### config.mk
export PLATFORM = sky130hd
export DESIGN_NAME = mem_access_stage
export DESIGN_NICKNAME = d
export VERILOG_FILES = /design/src/rtl/mem_access_stage.sv
export SDC_FILE = /design/constraint.sdc
export NUM_CORES = 1
export LEC_CHECK = 0
export CORE_ASPECT_RATIO = 1.5
export CORE_MARGIN = 4
export CORE_UTILIZATION = 40
export DETAILED_ROUTE_END_ITERATION = 16
export PLACE_DENSITY = 0.81
export SYNTH_ARGS = -nofsm -noshare
export SYNTH_HDL_FRONTEND = slang
export SYNTH_SLANG_ARGS = --single-unit
### constraint.sdc
create_clock -name clk -period 8.49 [get_ports clk]
set_clock_uncertainty 0.15 [all_clocks]
set_input_delay 2.1225 -clock clk [delete_from_list [all_inputs] [get_ports clk]]
set_output_delay 2.1225 -clock clk [all_outputs]
set_load 0.1 [all_outputs]
### src/rtl/mem_access_stage.sv
// Memory stage: EX/MEM register, single-outstanding data-memory handshake, byte-lane alignment, MEM/WB register.
// Optional build macro MEM_MISALIGN_TRAP_EN turns misaligned half/word accesses into faults instead of bus requests.
module mem_access_stage #(
    parameter int unsigned BUS_TIMEOUT = 255
) (
    input  logic        clk,
    input  logic        rst_n,
    input  logic        ex_valid,
    input  logic [31:0] ex_alu_result,
    input  logic [31:0] ex_rs2_data,
    input  logic        ex_mem_read,
    input  logic        ex_mem_write,
    input  logic [1:0]  ex_mem_size,
    input  logic        ex_mem_unsigned,
    input  logic [4:0]  ex_rd,
    input  logic        ex_reg_write,
    output logic        mem_stall,
    output logic        dmem_req,
    output logic        dmem_we,
    output logic [31:0] dmem_addr,
    output logic [31:0] dmem_wdata,
    output logic [3:0]  dmem_be,
    input  logic        dmem_ready,
    input  logic [31:0] dmem_rdata,
    output logic        wb_valid,
    output logic [31:0] wb_data,
    output logic [4:0]  wb_rd,
    output logic        wb_reg_write,
    output logic        fault,
    output logic [31:0] fault_addr,
    output logic [1:0]  dbg_state
);

    typedef enum logic [1:0] {
        ST_IDLE  = 2'd0,
        ST_WAIT  = 2'd1,
        ST_FAULT = 2'd2
    } state_t;

    state_t      r_state, w_next_state;
    logic [31:0] r_wait_cnt;

    logic        r_m_valid, r_m_read, r_m_write, r_m_unsigned, r_m_reg_write;
    logic [31:0] r_m_addr, r_m_wdata;
    logic [1:0]  r_m_size;
    logic [4:0]  r_m_rd;

    logic        r_wb_valid, r_wb_reg_write;
    logic [31:0] r_wb_data;
    logic [4:0]  r_wb_rd;

    logic        w_mem_op, w_misaligned, w_req, w_ready, w_stall, w_retire;
    logic [3:0]  w_be;
    logic [31:0] w_wdata, w_load_data;
    logic [7:0]  w_byte;
    logic [15:0] w_half;

    assign w_mem_op = r_m_valid & (r_m_read | r_m_write);

`ifdef MEM_MISALIGN_TRAP_EN
    assign w_misaligned = ((r_m_size == 2'b01) && r_m_addr[0]) ||
                          (r_m_size[1] && (r_m_addr[1:0] != 2'b00));
`else
    assign w_misaligned = 1'b0;
`endif

    // A ready that arrives while no request is up is never seen by the stage.
    assign w_req    = w_mem_op & ~w_misaligned & (r_state != ST_FAULT);
    assign w_ready  = w_req & dmem_ready;
    assign w_stall  = w_mem_op & ~w_ready & (r_state != ST_FAULT);
    assign w_retire = r_m_valid & (r_state != ST_FAULT) &
                      (~(r_m_read | r_m_write) | w_ready);

    always_ff @(posedge clk or negedge rst_n) begin
        if (!rst_n) begin
            r_m_valid     <= 1'b0;
            r_m_read      <= 1'b0;
            r_m_write     <= 1'b0;
            r_m_unsigned  <= 1'b0;
            r_m_reg_write <= 1'b0;
            r_m_addr      <= 32'h0;
            r_m_wdata     <= 32'h0;
            r_m_size      <= 2'b00;
            r_m_rd        <= 5'h0;
        end else if (!w_stall) begin
            r_m_valid     <= ex_valid;
            r_m_read      <= ex_mem_read;
            r_m_write     <= ex_mem_write;
            r_m_unsigned  <= ex_mem_unsigned;
            r_m_reg_write <= ex_reg_write;
            r_m_addr      <= ex_alu_result;
            r_m_wdata     <= ex_rs2_data;
            r_m_size      <= ex_mem_size;
            r_m_rd        <= ex_rd;
        end
    end

    always_ff @(posedge clk or negedge rst_n) begin
        if (!rst_n) begin
            r_state    <= ST_IDLE;
            r_wait_cnt <= 32'h0;
        end else begin
            r_state <= w_next_state;
            if (r_state == ST_IDLE && w_next_state == ST_WAIT)
                r_wait_cnt <= 32'd1;
            else if (r_state == ST_WAIT && w_next_state == ST_WAIT)
                r_wait_cnt <= r_wait_cnt + 32'd1;
            else
                r_wait_cnt <= 32'h0;
        end
    end

    // The counter counts request cycles already spent; the edge that would reach the limit faults.
    always_comb begin
        w_next_state = r_state;
        case (r_state)
            ST_IDLE: begin
                if (w_mem_op && !w_ready) begin
                    if (w_misaligned || BUS_TIMEOUT == 1)
                        w_next_state = ST_FAULT;
                    else
                        w_next_state = ST_WAIT;
                end
            end
            ST_WAIT: begin
                if (w_ready)
                    w_next_state = ST_IDLE;
                else if (BUS_TIMEOUT != 0 && (r_wait_cnt + 32'd1) == BUS_TIMEOUT)
                    w_next_state = ST_FAULT;
            end
            ST_FAULT: w_next_state = ST_IDLE;
            default:  w_next_state = ST_IDLE;
        endcase
    end

    always_comb begin
        w_be    = 4'b1111;
        w_wdata = r_m_wdata;
        case (r_m_size)
            2'b00: begin
                w_be    = 4'b0001 << r_m_addr[1:0];
                w_wdata = {4{r_m_wdata[7:0]}};
            end
            2'b01: begin
                w_be    = r_m_addr[1] ? 4'b1100 : 4'b0011;
                w_wdata = {2{r_m_wdata[15:0]}};
            end
            default: ;
        endcase
    end

    always_comb begin
        w_byte      = dmem_rdata[{r_m_addr[1:0], 3'b000} +: 8];
        w_half      = r_m_addr[1] ? dmem_rdata[31:16] : dmem_rdata[15:0];
        w_load_data = dmem_rdata;
        case (r_m_size)
            2'b00:   w_load_data = {{24{~r_m_unsigned & w_byte[7]}}, w_byte};
            2'b01:   w_load_data = {{16{~r_m_unsigned & w_half[15]}}, w_half};
            default: ;
        endcase
    end

    always_ff @(posedge clk or negedge rst_n) begin
        if (!rst_n) begin
            r_wb_valid     <= 1'b0;
            r_wb_reg_write <= 1'b0;
            r_wb_data      <= 32'h0;
            r_wb_rd        <= 5'h0;
        end else if (w_retire) begin
            r_wb_valid     <= 1'b1;
            r_wb_reg_write <= r_m_reg_write;
            r_wb_data      <= r_m_read ? w_load_data : r_m_addr;
            r_wb_rd        <= r_m_rd;
        end else begin
            r_wb_valid     <= 1'b0;
            r_wb_reg_write <= 1'b0;
        end
    end

    assign mem_stall    = w_stall;
    assign dmem_req     = w_req;
    assign dmem_we      = w_req & r_m_write;
    assign dmem_addr    = {r_m_addr[31:2], 2'b00};
    assign dmem_wdata   = w_wdata;
    assign dmem_be      = w_req ? w_be : 4'b0000;
    assign wb_valid     = r_wb_valid;
    assign wb_data      = r_wb_data;
    assign wb_rd        = r_wb_rd;
    assign wb_reg_write = r_wb_reg_write;
    assign fault        = (r_state == ST_FAULT);
    assign fault_addr   = (r_state == ST_FAULT) ? r_m_addr : 32'h0;
    assign dbg_state    = r_state;

endmodule

# Word-level counts from Yosys, hierarchy flattened
# Cells that the tools add are included.
# totals
reg_bits	149
word_cells	61
in_bits	111
# classes
bitwise	15
shift	2
addsub	1
eq_ne	6
reduce_logical	6
muxes	16
# ops
operator	count
$mux 32	4
$pmux 32 s2	2
$add 32x1->32 const B	1
$eq 32x8->1 const B	1
$shiftx 32x6->8	1
$mux 16	1
$and 1x1->1	10
$mux 4	2
$pmux 4 s2	1
$eq 2x1->1 const B	3
$mux 2	3
$logic_not 2->1	2
$pmux 2 s2	1
$shl 1x2->4 const A	1
$logic_and 1x1->1	3
$not 1->1	3
$eq 2x2->1 const B	1
$mux 1	2
$ne 2x2->1 const B	1
$or 1x1->1	2
$logic_not 1->1	1

# Logic depth before layout (Yosys ltp)
# Gate-level depths: netlist of run 1.
# logic_depth
ltp_word	12
ltp_mapped	9
depth_no_buf	8

# Worst setup path before layout of run 1
# No wires, ideal clock.
# synth_path
path_type	reg2out
from	register r_state[0] (netlist: dbg_state[0])
to	output dmem_be[1]
stages_incl_launch_ff	6
arrival_time_ns	4.227
path_buffers	0
slack_ns	1.990
cell_sequence	dfrtp_1 > nand2b_1 > nand2_1 > nor2_1 > o31ai_1 > nor2_1
# synth_between
elab_chain_cells	3
# synth_lines
item	line	rtl
from (decl)	40	state_t r_state, w_next_state;
from (signal assigned)	103	r_state <= w_next_state;
$ne 2x2->1	68	assign w_req = w_mem_op & ~w_misaligned & (r_state != ST_FAULT);
$and 1x1->1	68	
net dmem_req	18	output logic dmem_req,
$mux 4	185	assign dmem_be = w_req ? w_be : 4'b0000;
to (decl)	22	output logic [3:0] dmem_be,
# The timed path passes the listed nets, and every way through them passes these cells.

# Worst setup path in the final report of run 1
# layout_path
from	input dmem_ready
to	output mem_stall
# layout_between
elab_chain_cells	4
# layout_lines
item	line	rtl
from (decl)	23	input logic dmem_ready,
$and 1x1->1	69	assign w_ready = w_req & dmem_ready;
$not 1->1	70	assign w_stall = w_mem_op & ~w_ready & (r_state != ST_FAULT);
$and 1x1->1 (2 in series)	70	
to (decl)	17	output logic mem_stall,
# No other way between the ends.

==> results.py, run 1 <==
metrics = {
    "sta": {
        "fin_crit_sh": 0.744,
        "period_minus_slack_ns": 6.32,
        "final_max_slew_viol_count": 0,
        "fmax_mhz": 158,
        "rsz0062_at_grt": "false",
        "fin_tns_setup_ns": 0,
        "hold_viol_final": 0,
        "relSlewSlack": 0.270,
        "setup_viol": 0,
        "worst_slew_pin_slew_ns": 1.10,
    },
    "setup_path": {
        "rrSetupSlack_ns": 5.28,
        "r2r-start": "r_wait_cnt[0]",
        "r2r-end": "r_wait_cnt[3]",
        "path_max_fanout": 5,
        "reg2reg_depth": 8,
        "start_kind": "input pin",
        "end_kind": "output port",
        "worstPathArrival_ns": 4.04,
        "crit_type": "input pin to output port",
        "cp.required_ns": 6.22,
    },
    "clock_tree": {
        "clk_pin_slew_ns": 0.06,
        "htreeDepth": 4,
        "cts.hold.buffers_added": 0,
        "cts_tree": "done",
        "worstSkewPairLatency_ns": 0.42,
        "cts_buffer_depth": 2,
        "cts_setup_buffers": 0,
        "cts-resized-gates": 0,
        "cts_buffers": 17,
        "cts.sinks": 149,
        "root_buffer": "clkbuf_16",
    },
    "synth": {
        "synth_area_um2": 8050,
        "yosysWarnings": 0,
        "synthCells": 827,
        "synthDistinctLibCells": 57,
        "ys.flop_type": "dfrtp_1",
        "post-synth-top-count-cell": "dfrtp_1",
        "synth_edf_count": 0,
        "seq_area_frac_synth": 0.463,
        "synthArstFlopShare": 1.00,
        "synthTopCellsByArea": "dfrtp_1 (46%), mux2_2 (7.8%), mux2_1 (4.6%)",
        "yosys_register_bits": 149,
        "synth_area_per_cell_um2": 9.74,
        "synth.largest_area_cell": "dfrtp_1",
        "netlist.area_leader.share": 0.463,
        "ys_top_cells_by_count": "dfrtp_1 (149), nand2_1 (94), nor2_1 (79), mux2_2 (56), o21ai_0 (46)",
    },
    "drt": {
        "drt_wl_total_mm": 23.7,
        "ant_nets": 0,
        "first_pass_iters": 5,
        "wl_per_cell_um": 18.4,
        "drt_first_iter_violations": 462,
        "vias_per_cell": 5.30,
        "vias": 6836,
        "drc": 0,
    },
    "pwr": {
        "finalPower_w": 0.00283,
        "ir_drop_mv": 0.135,
        "power_density_nw_per_um2": 256,
        "leakage_nw": 4.55,
    },
    "cells_and_area": {
        "multiInputGateArea_um2": 3780,
        "ff_latch_area_um2": 3730,
        "syn2layout_area_growth_pct": 37.5,
        "diodes": 0,
        "fillers": 1737,
        "drive_gt1_frac": 0.104,
        "nets": 1130,
    },
    "run_status": {
        "status": "finished clean",
    },
    "floorplanning": {
        "start_util": 0.407,
        "std_cell_rows": 63,
        "coreArea_um2": 19800,
        "io_pins": 256,
        "fp.dieW_um": 124,
        "die_y_um": 182,
        "dieArea_um2": 22500,
    },
    "hold_path": {
        "holdPathStages": 2,
        "hold_path.class": "flip-flop to flip-flop",
        "hold_end": "wb_rd[4]",
        "hold_path.startpoint": "r_m_rd[4]",
    },
    "global_routing": {
        "grt_pass1_vias": 7026,
        "grtUsageTotal": 0.213,
        "grt_pass1_wl_mm": 37.3,
        "antenna_found_initial": 1,
        "grt_max_degree": 79,
        "grt_overflow": 0,
    },
    "flow_run": {
        "maxCapViolCount": 0,
    },
    "placement": {
        "place_hpwl_mm": 17.5,
        "io_buffers": 253,
        "globalplace.congestion": 0.881,
    },
}
==> sequential cells by signal, summed over array words and instances (netlist names), 2 cells and up <==
register	cells
wb_data	32
r_m_rd	5
r_wait_cnt	32
r_m_wdata	32
wb_rd	5
dbg_state	2
r_m_addr	32
r_m_size	2
==> cells by family (layout without fill, tap and decap cells) <==
logic type / after synthesis / in the layout / synth area share
and+or+nand+nor: 302 / 302 / 0.181
DFF: 149 / 149 / 0.463
AOI/OAI and AO/OA: 130 / 130 / 0.103
muxes: 106 / 106 / 0.147
buffers and inverters: 106 / 308 / 0.0688
xor gates and xnor gates: 31 / 31 / 0.0337
adders and majority gates: 2 / 2 / 0.00311
other: 1 / 2 / 0.000466
==> how the worst max path moves through the flow <==
stage / start / end / slack (ns) / cells past startpoint
CTS: dmem_ready / mem_stall / 2.17 / 3
floorplan: dbg_state[0] / dmem_be[1] / 1.99 / 5
global route: dmem_ready / mem_stall / 2.14 / 3
global placement: dmem_ready / mem_stall / 2.21 / 3
finish: dmem_ready / mem_stall / 2.17 / 3
detailed placement: dmem_ready / mem_stall / 2.17 / 3
==> where the power goes <==
part / switching, W / internal, W / total, W
logic: 0.000903 / 0.000301 / 0.00120
clock network: 0.000311 / 0.000445 / 0.000756
registers: 0.0000717 / 0.000799 / 0.000871
total: 0.00129 / 0.00155 / 0.00283
==> metrics by stage <==
step                      setup slack (ns)  instance area [µm²]  cells   util  hold slack [ns]
after detailed placement              2.17                10500   1258  0.530            0.308
after CTS                             2.17                11100   1290  0.560            0.322
final                                 2.17                11100   1290  0.560            0.310
after global routing                  2.14                11100   1290  0.560            0.342
after floorplan                       1.99                 8060    828      -            0.283
after global placement                2.21                10500   1258  0.530            0.291
==> metal layers <==
metal	vias up	part of all wire	wire length, µm	global-route usage
met2	251	0.53	12600	0.383
met4	2	0.043	1010	0.104
met3	58	0.062	1480	0.0483
met5	-	0.00034	8	0
li1	3216	-	-	-
met1	3309	0.36	8640	0.230
==> cell usage in the layout, fill, tap and decap left out, drive strengths merged, types with 3 or more instances in the layout <==
master | Yosys | layout
and2 | 34 | 34
xnor2 | 16 | 16
o22ai | 7 | 7
a221oi | 8 | 8
and3 | 6 | 6
nand3b | 4 | 4
nor2b | 8 | 8
o31ai | 19 | 19
clkbuf | 41 | 19
or2 | 5 | 5
inv | 15 | 19
nor2 | 79 | 79
nor3 | 11 | 11
nand2 | 94 | 94
mux2i | 16 | 16
nand3 | 22 | 22
xor2 | 15 | 15
or3 | 5 | 5
buf | 50 | 9
nand4 | 13 | 13
o21ai | 54 | 54
o31a | 3 | 3
nor4 | 8 | 8
a21oi | 21 | 21
dfrtp | 149 | 149
or4 | 4 | 4
mux2 | 89 | 89
nand2b | 4 | 4
clkdlybuf4s50 | 0 | 252
clkinv | 0 | 6
==> final cells by class <==
type,count,share of cell area
multi-input cells,573,0.341
flip-flops and latches,149,0.337
repair buffers,261,0.234
clock buffers,19,0.0400
well taps,260,0.0294
clock inverters,13,0.0133
inverters,15,0.00508
==> critical path: stages <==
cell	delay [ns]
clkdlybuf4s50_1	0.49
nor3_2	0.26
clkdlybuf4s50_1	1.17
Note: power is estimated with default switching activity, not from simulation.
==> inputs of run 2 (changes only) <==
- clock period: 8.49 -> 6.4 ns (I/O delays scaled with it)
==> run 2 against run 1 <==
Effect of this change: cell count rose by 0.23%; combinational power rose by 33%; die area unchanged; count of clock-buffer cells in the layout increased by 2; critical endpoint is now dmem_be[1]; largest power group unchanged.
==> results.py, run 2 (synthesis gave the netlist of run 1 again) <==
metrics = {
    "drt": {
        "drc": 0,
        "vias": 6868,
        "vias_per_cell": 5.31,
        "drt_first_iter_violations": 342,
        "ant_nets": 0,
        "wl_per_cell_um": 18.6,
        "first_pass_iters": 6,
        "drt_wl_total_mm": 24.0,
    },
    "run_status": {
        "status": "finished clean",
    },
    "clock_tree": {
        "cts_buffer_depth": 2,
        "cts.hold.buffers_added": 0,
        "clk_pin_slew_ns": 0.06,
        "cts_buffers": 17,
        "worstSkewPairLatency_ns": 0.43,
        "cts_tree": "done",
        "root_buffer": "clkbuf_16",
        "cts_setup_buffers": 0,
        "cts-resized-gates": 0,
        "cts.sinks": 149,
        "htreeDepth": 4,
    },
    "setup_path": {
        "path_cells": "nand2b_1 -> nand2_1 -> nor2_1 -> o31ai_1 -> nor2_1 -> clkdlybuf4s50_1",
        "r2r-start": "r_wait_cnt[0]",
        "critPathSlowestCell": "clkdlybuf4s50_1",
        "cpMostUsedCell": "nor2_1",
        "reg2reg_depth": 8,
        "rrSetupSlack_ns": 3.19,
        "worstPathArrival_ns": 3.11,
        "path_max_fanout": 5,
        "crit_type": "flip-flop to output port",
        "start_kind": "flip-flop",
        "cp.required_ns": 4.65,
        "slowest_delay_ns": 1.14,
        "r2r-end": "r_wait_cnt[5]",
        "end_kind": "output port",
    },
    "cells_and_area": {
        "nets": 1132,
        "syn2layout_area_growth_pct": 38.3,
        "final_cells": 1293,
        "drive_gt1_frac": 0.106,
        "fillers": 1710,
        "layout_common_cells": "clkdlybuf4s50_1 (251), dfrtp_1 (147), nand2_1 (94), nor2_1 (79), mux2_2 (56)",
        "final_common_cell": "clkdlybuf4s50_1",
    },
    "pwr": {
        "comb_power_share": 0.417,
        "clkPwrFrac": 0.280,
        "power_density_nw_per_um2": 344,
        "netSwitchingFraction": 0.443,
        "p_int_w": 0.00214,
        "leakage_nw": 4.57,
        "p_seq_frac": 0.303,
        "ir_drop_mv": 0.215,
        "switchingPower_w": 0.00170,
    },
    "floorplanning": {
        "die_y_um": 182,
        "io_pins": 256,
        "start_util": 0.407,
        "coreArea_um2": 19800,
        "fp.dieW_um": 124,
        "std_cell_rows": 63,
        "dieArea_um2": 22500,
    },
    "sta": {
        "fmax_mhz": 206,
        "relSlewSlack": 0.237,
        "setup_viol": 0,
        "hold_viol_final": 0,
        "final_max_slew_viol_count": 0,
        "worst_slew_pin_slew_ns": 1.14,
        "fin_tns_setup_ns": 0,
        "rsz0062_at_grt": "false",
        "period_minus_slack_ns": 4.86,
        "fin_crit_sh": 0.759,
    },
    "flow_run": {
        "maxCapViolCount": 0,
    },
    "global_routing": {
        "grt_pass1_wl_mm": 37.3,
        "grt_overflow": 0,
        "grt_pass1_vias": 7002,
        "antenna_found_initial": 2,
        "grtUsageTotal": 0.214,
        "grt_max_degree": 77,
    },
    "placement": {
        "dp_cells": 1260,
        "io_buffers": 253,
        "place_hpwl_mm": 17.9,
        "globalplace.congestion": 0.928,
    },
    "hold_path": {
        "hold_end": "wb_rd[4]",
        "hold_path.class": "flip-flop to flip-flop",
        "hold_path.startpoint": "r_m_rd[4]",
        "holdPathStages": 2,
    },
}
-- run 2: cell type report --
class	instances	area, µm²	area share
multi-input combinational	573	3780	0.339
sequential	149	3730	0.335
timing repair buffer	263	2610	0.234
clock buffer	21	460	0.0414
tap	260	325	0.0292
clock inverter	11	174	0.0156
inverter	15	56.3	0.00506
antenna	1	2.50	0.000225
-- run 2: layer usage --
| metal | GRT usage | part of all wire | vias up |
|---|---|---|---|
| li1 | - | - | 3214 |
| met1 | 0.221 | 0.36 | 3337 |
| met2 | 0.386 | 0.53 | 252 |
| met3 | 0.0517 | 0.065 | 63 |
| met4 | 0.119 | 0.048 | 2 |
| met5 | 0 | 0.00033 | - |
-- run 2: worst max-delay path by stage --
stage	start	end	slack, ns	cells after the start
global placement	dmem_ready	mem_stall	2.02	3
detailed placement	dmem_ready	mem_stall	1.99	3
global route	dbg_state[0]	dmem_be[3]	1.42	6
finish	dbg_state[0]	dmem_be[1]	1.54	6
CTS	dbg_state[0]	dmem_be[1]	1.54	6
floorplan	dbg_state[0]	dmem_be[1]	0.42	5
-- run 2: through the flow --
step	hold slack [ns]	util	total power [W]	area, µm²	worst slack (ns)
6_report	0.312	0.563	0.00383	11100	1.54
5_1_grt	0.338	0.563	0.00397	11100	1.42
4_1_cts	0.318	0.563	0.00386	11100	1.54
3_5_place_dp	0.304	0.531	0.00278	10500	1.99
3_3_place_gp	0.291	0.531	0.00276	10500	2.02
2_1_floorplan	0.283	-	0.00237	8060	0.423
-- run 2: power groups by stage --
stage                     sequential [W]  clock (W)  combinational (W)
after floorplan                  0.00160          0           0.000772
after global placement           0.00117          0            0.00159
after detailed placement         0.00117          0            0.00160
after CTS                        0.00116    0.00110            0.00161
after global routing             0.00118    0.00113            0.00166
final                            0.00116    0.00107            0.00160
-- run 2: critical path, delay by kind of cell, from the launching register on --
family	cells	cell delay [ns]
compound gates	1	0.22
buf+inv	1	1.14
flops	1	0.40
simple gates	4	0.92
==> inputs of run 3 (changes only) <==
- clock period: 6.4 -> 5 ns (I/O delays scaled with it)
==> run 3 against run 2 <==
Effect of this change: hold slack improved by 0.014 ns; register-to-register slack got worse by 1.4 ns; count of clock-buffer cells in the layout decreased by 4.
==> results.py, run 3 (synthesis gave the netlist of run 1 again) <==
metrics = {
    "sta": {
        "final_max_slew_viol_count": 0,
        "relSlewSlack": 0.283,
        "rsz0062_at_grt": "false",
        "fmax_mhz": 249,
        "worst_slew_pin_slew_ns": 1.07,
        "period_minus_slack_ns": 4.02,
        "holdWs_ns": 0.326,
        "fin_crit_sh": 0.805,
        "hold_viol_final": 0,
        "finalWorstSetupSlack_ns": 0.977,
        "fin_tns_setup_ns": 0,
        "setup_viol": 0,
    },
    "setup_path": {
        "worstPathArrival_ns": 2.62,
        "end_kind": "output port",
        "path_max_fanout": 11,
        "cp.required_ns": 3.60,
        "crit_type": "flip-flop to output port",
        "start_kind": "flip-flop",
    },
    "floorplanning": {
        "die_y_um": 182,
        "start_util": 0.407,
        "io_pins": 256,
        "std_cell_rows": 63,
        "fp.dieW_um": 124,
        "dieArea_um2": 22500,
        "coreArea_um2": 19800,
    },
    "clock_tree": {
        "cts-resized-gates": 0,
        "worstSkewPairLatency_ns": 0.41,
        "clk_pin_slew_ns": 0.06,
        "root_buffer": "clkbuf_16",
        "cts_buffer_depth": 2,
        "htreeDepth": 4,
        "cts.sinks": 149,
        "cts.hold.buffers_added": 0,
        "cts_buffers": 17,
        "cts_setup_buffers": 0,
        "cts_tree": "done",
    },
    "cells_and_area": {
        "nets": 1131,
        "drive_gt1_frac": 0.168,
        "fillers": 1735,
        "syn2layout_area_growth_pct": 35.7,
        "layout_common_cells": "clkdlybuf4s50_1 (190), dfrtp_1 (147), nand2_1 (94), nor2_1 (76), buf_4 (70)",
        "final_cells": 1290,
        "ff_latch_area_um2": 3730,
        "diodes": 0,
        "post-route-util": 0.552,
        "multiInputGateArea_um2": 3780,
        "final_common_cell": "clkdlybuf4s50_1",
    },
    "flow_run": {
        "maxCapViolCount": 0,
    },
    "placement": {
        "dp_slack_ns": 1.24,
        "globalplace.congestion": 0.900,
        "place_hpwl_mm": 18.7,
        "io_buffers": 253,
        "dp_cells": 1259,
    },
    "global_routing": {
        "grt_overflow": 0,
        "grtUsageTotal": 0.221,
        "grt_pass1_vias": 7051,
        "grt_max_degree": 81,
        "grt_pass1_wl_mm": 38.4,
        "antenna_found_initial": 0,
    },
    "drt": {
        "drt_first_iter_violations": 397,
        "wl_per_cell_um": 19.1,
        "drt_wl_total_mm": 24.6,
        "first_pass_iters": 5,
        "vias_per_cell": 5.27,
        "ant_nets": 0,
        "drc": 0,
        "vias": 6804,
    },
    "pwr": {
        "power_density_nw_per_um2": 437,
        "ir_drop_mv": 0.317,
        "leakage_nw": 4.63,
    },
    "run_status": {
        "status": "finished clean",
    },
    "hold_path": {
        "hold_path.class": "flip-flop to flip-flop",
    },
}
run 3: cell types whose count changed in the layout (fill, tap and decap cells not counted), moves of 2 or more:
cell / change
buf_4: +59
bufinv_16: -3
clkbuf_1: -2
clkbuf_8: -2
clkdlybuf4s50_1: -61
inv_6: +3
inv_8: +2
nor2_1: -3
nor2_2: +3
run 3: area by class of cell:
class / count / area share
sequential: 149 / 0.342
tap: 260 / 0.0298
timing repair buffer: 262 / 0.225
clock inverter: 14 / 0.0132
inverter: 15 / 0.00515
multi-input combinational: 573 / 0.346
clock buffer: 17 / 0.0389
run 3: path summary, 6_finish.rpt:
path,end,slack (ns),cells past startpoint,start
hold / removal,wb_rd[3],0.33,2,r_m_rd[3]
max in group asynchronous,wb_data[14],2.92,2,rst_n
hold reg to reg,wb_rd[3],0.33,2,r_m_rd[3]
setup reg to reg,r_wait_cnt[4],1.77,7,r_wait_cnt[12]
min in group asynchronous,r_wait_cnt[24],0.73,1,rst_n
setup / recovery,dmem_be[0],0.98,5,r_m_size[1]
run 3: layer usage:
| layer | routed length (µm) | GRT usage | share of wire |
|---|---|---|---|
| met1 | 8790 | 0.236 | 0.36 |
| met5 | 0 | 0 | 0 |
| met3 | 1810 | 0.0735 | 0.074 |
| met4 | 991 | 0.103 | 0.040 |
| met2 | 13000 | 0.388 | 0.53 |
run 3: worst max-delay path, stage by stage, from the launching register on:
cell and delay [ns]:
dfrtp_2 0.40, nor2_1 0.80, nand2_1 0.44, nand2_1 0.22
nor2_1 0.07, buf_4 0.27
run 3: where the power goes:
group          switching [W]  total, W  internal [W]
clock               0.000550   0.00125      0.000698
sequential          0.000131   0.00149       0.00136
combinational        0.00154   0.00204      0.000498
run 3: metrics by stage:
| stage | power [W] | instance area [µm²] |
|---|---|---|
| after detailed placement | 0.00356 | 10400 |
| after global placement | 0.00354 | 10400 |
| final | 0.00477 | 10900 |
| after CTS | 0.00481 | 10900 |
| after floorplan | 0.00303 | 8060 |
| after global routing | 0.00495 | 10900 |
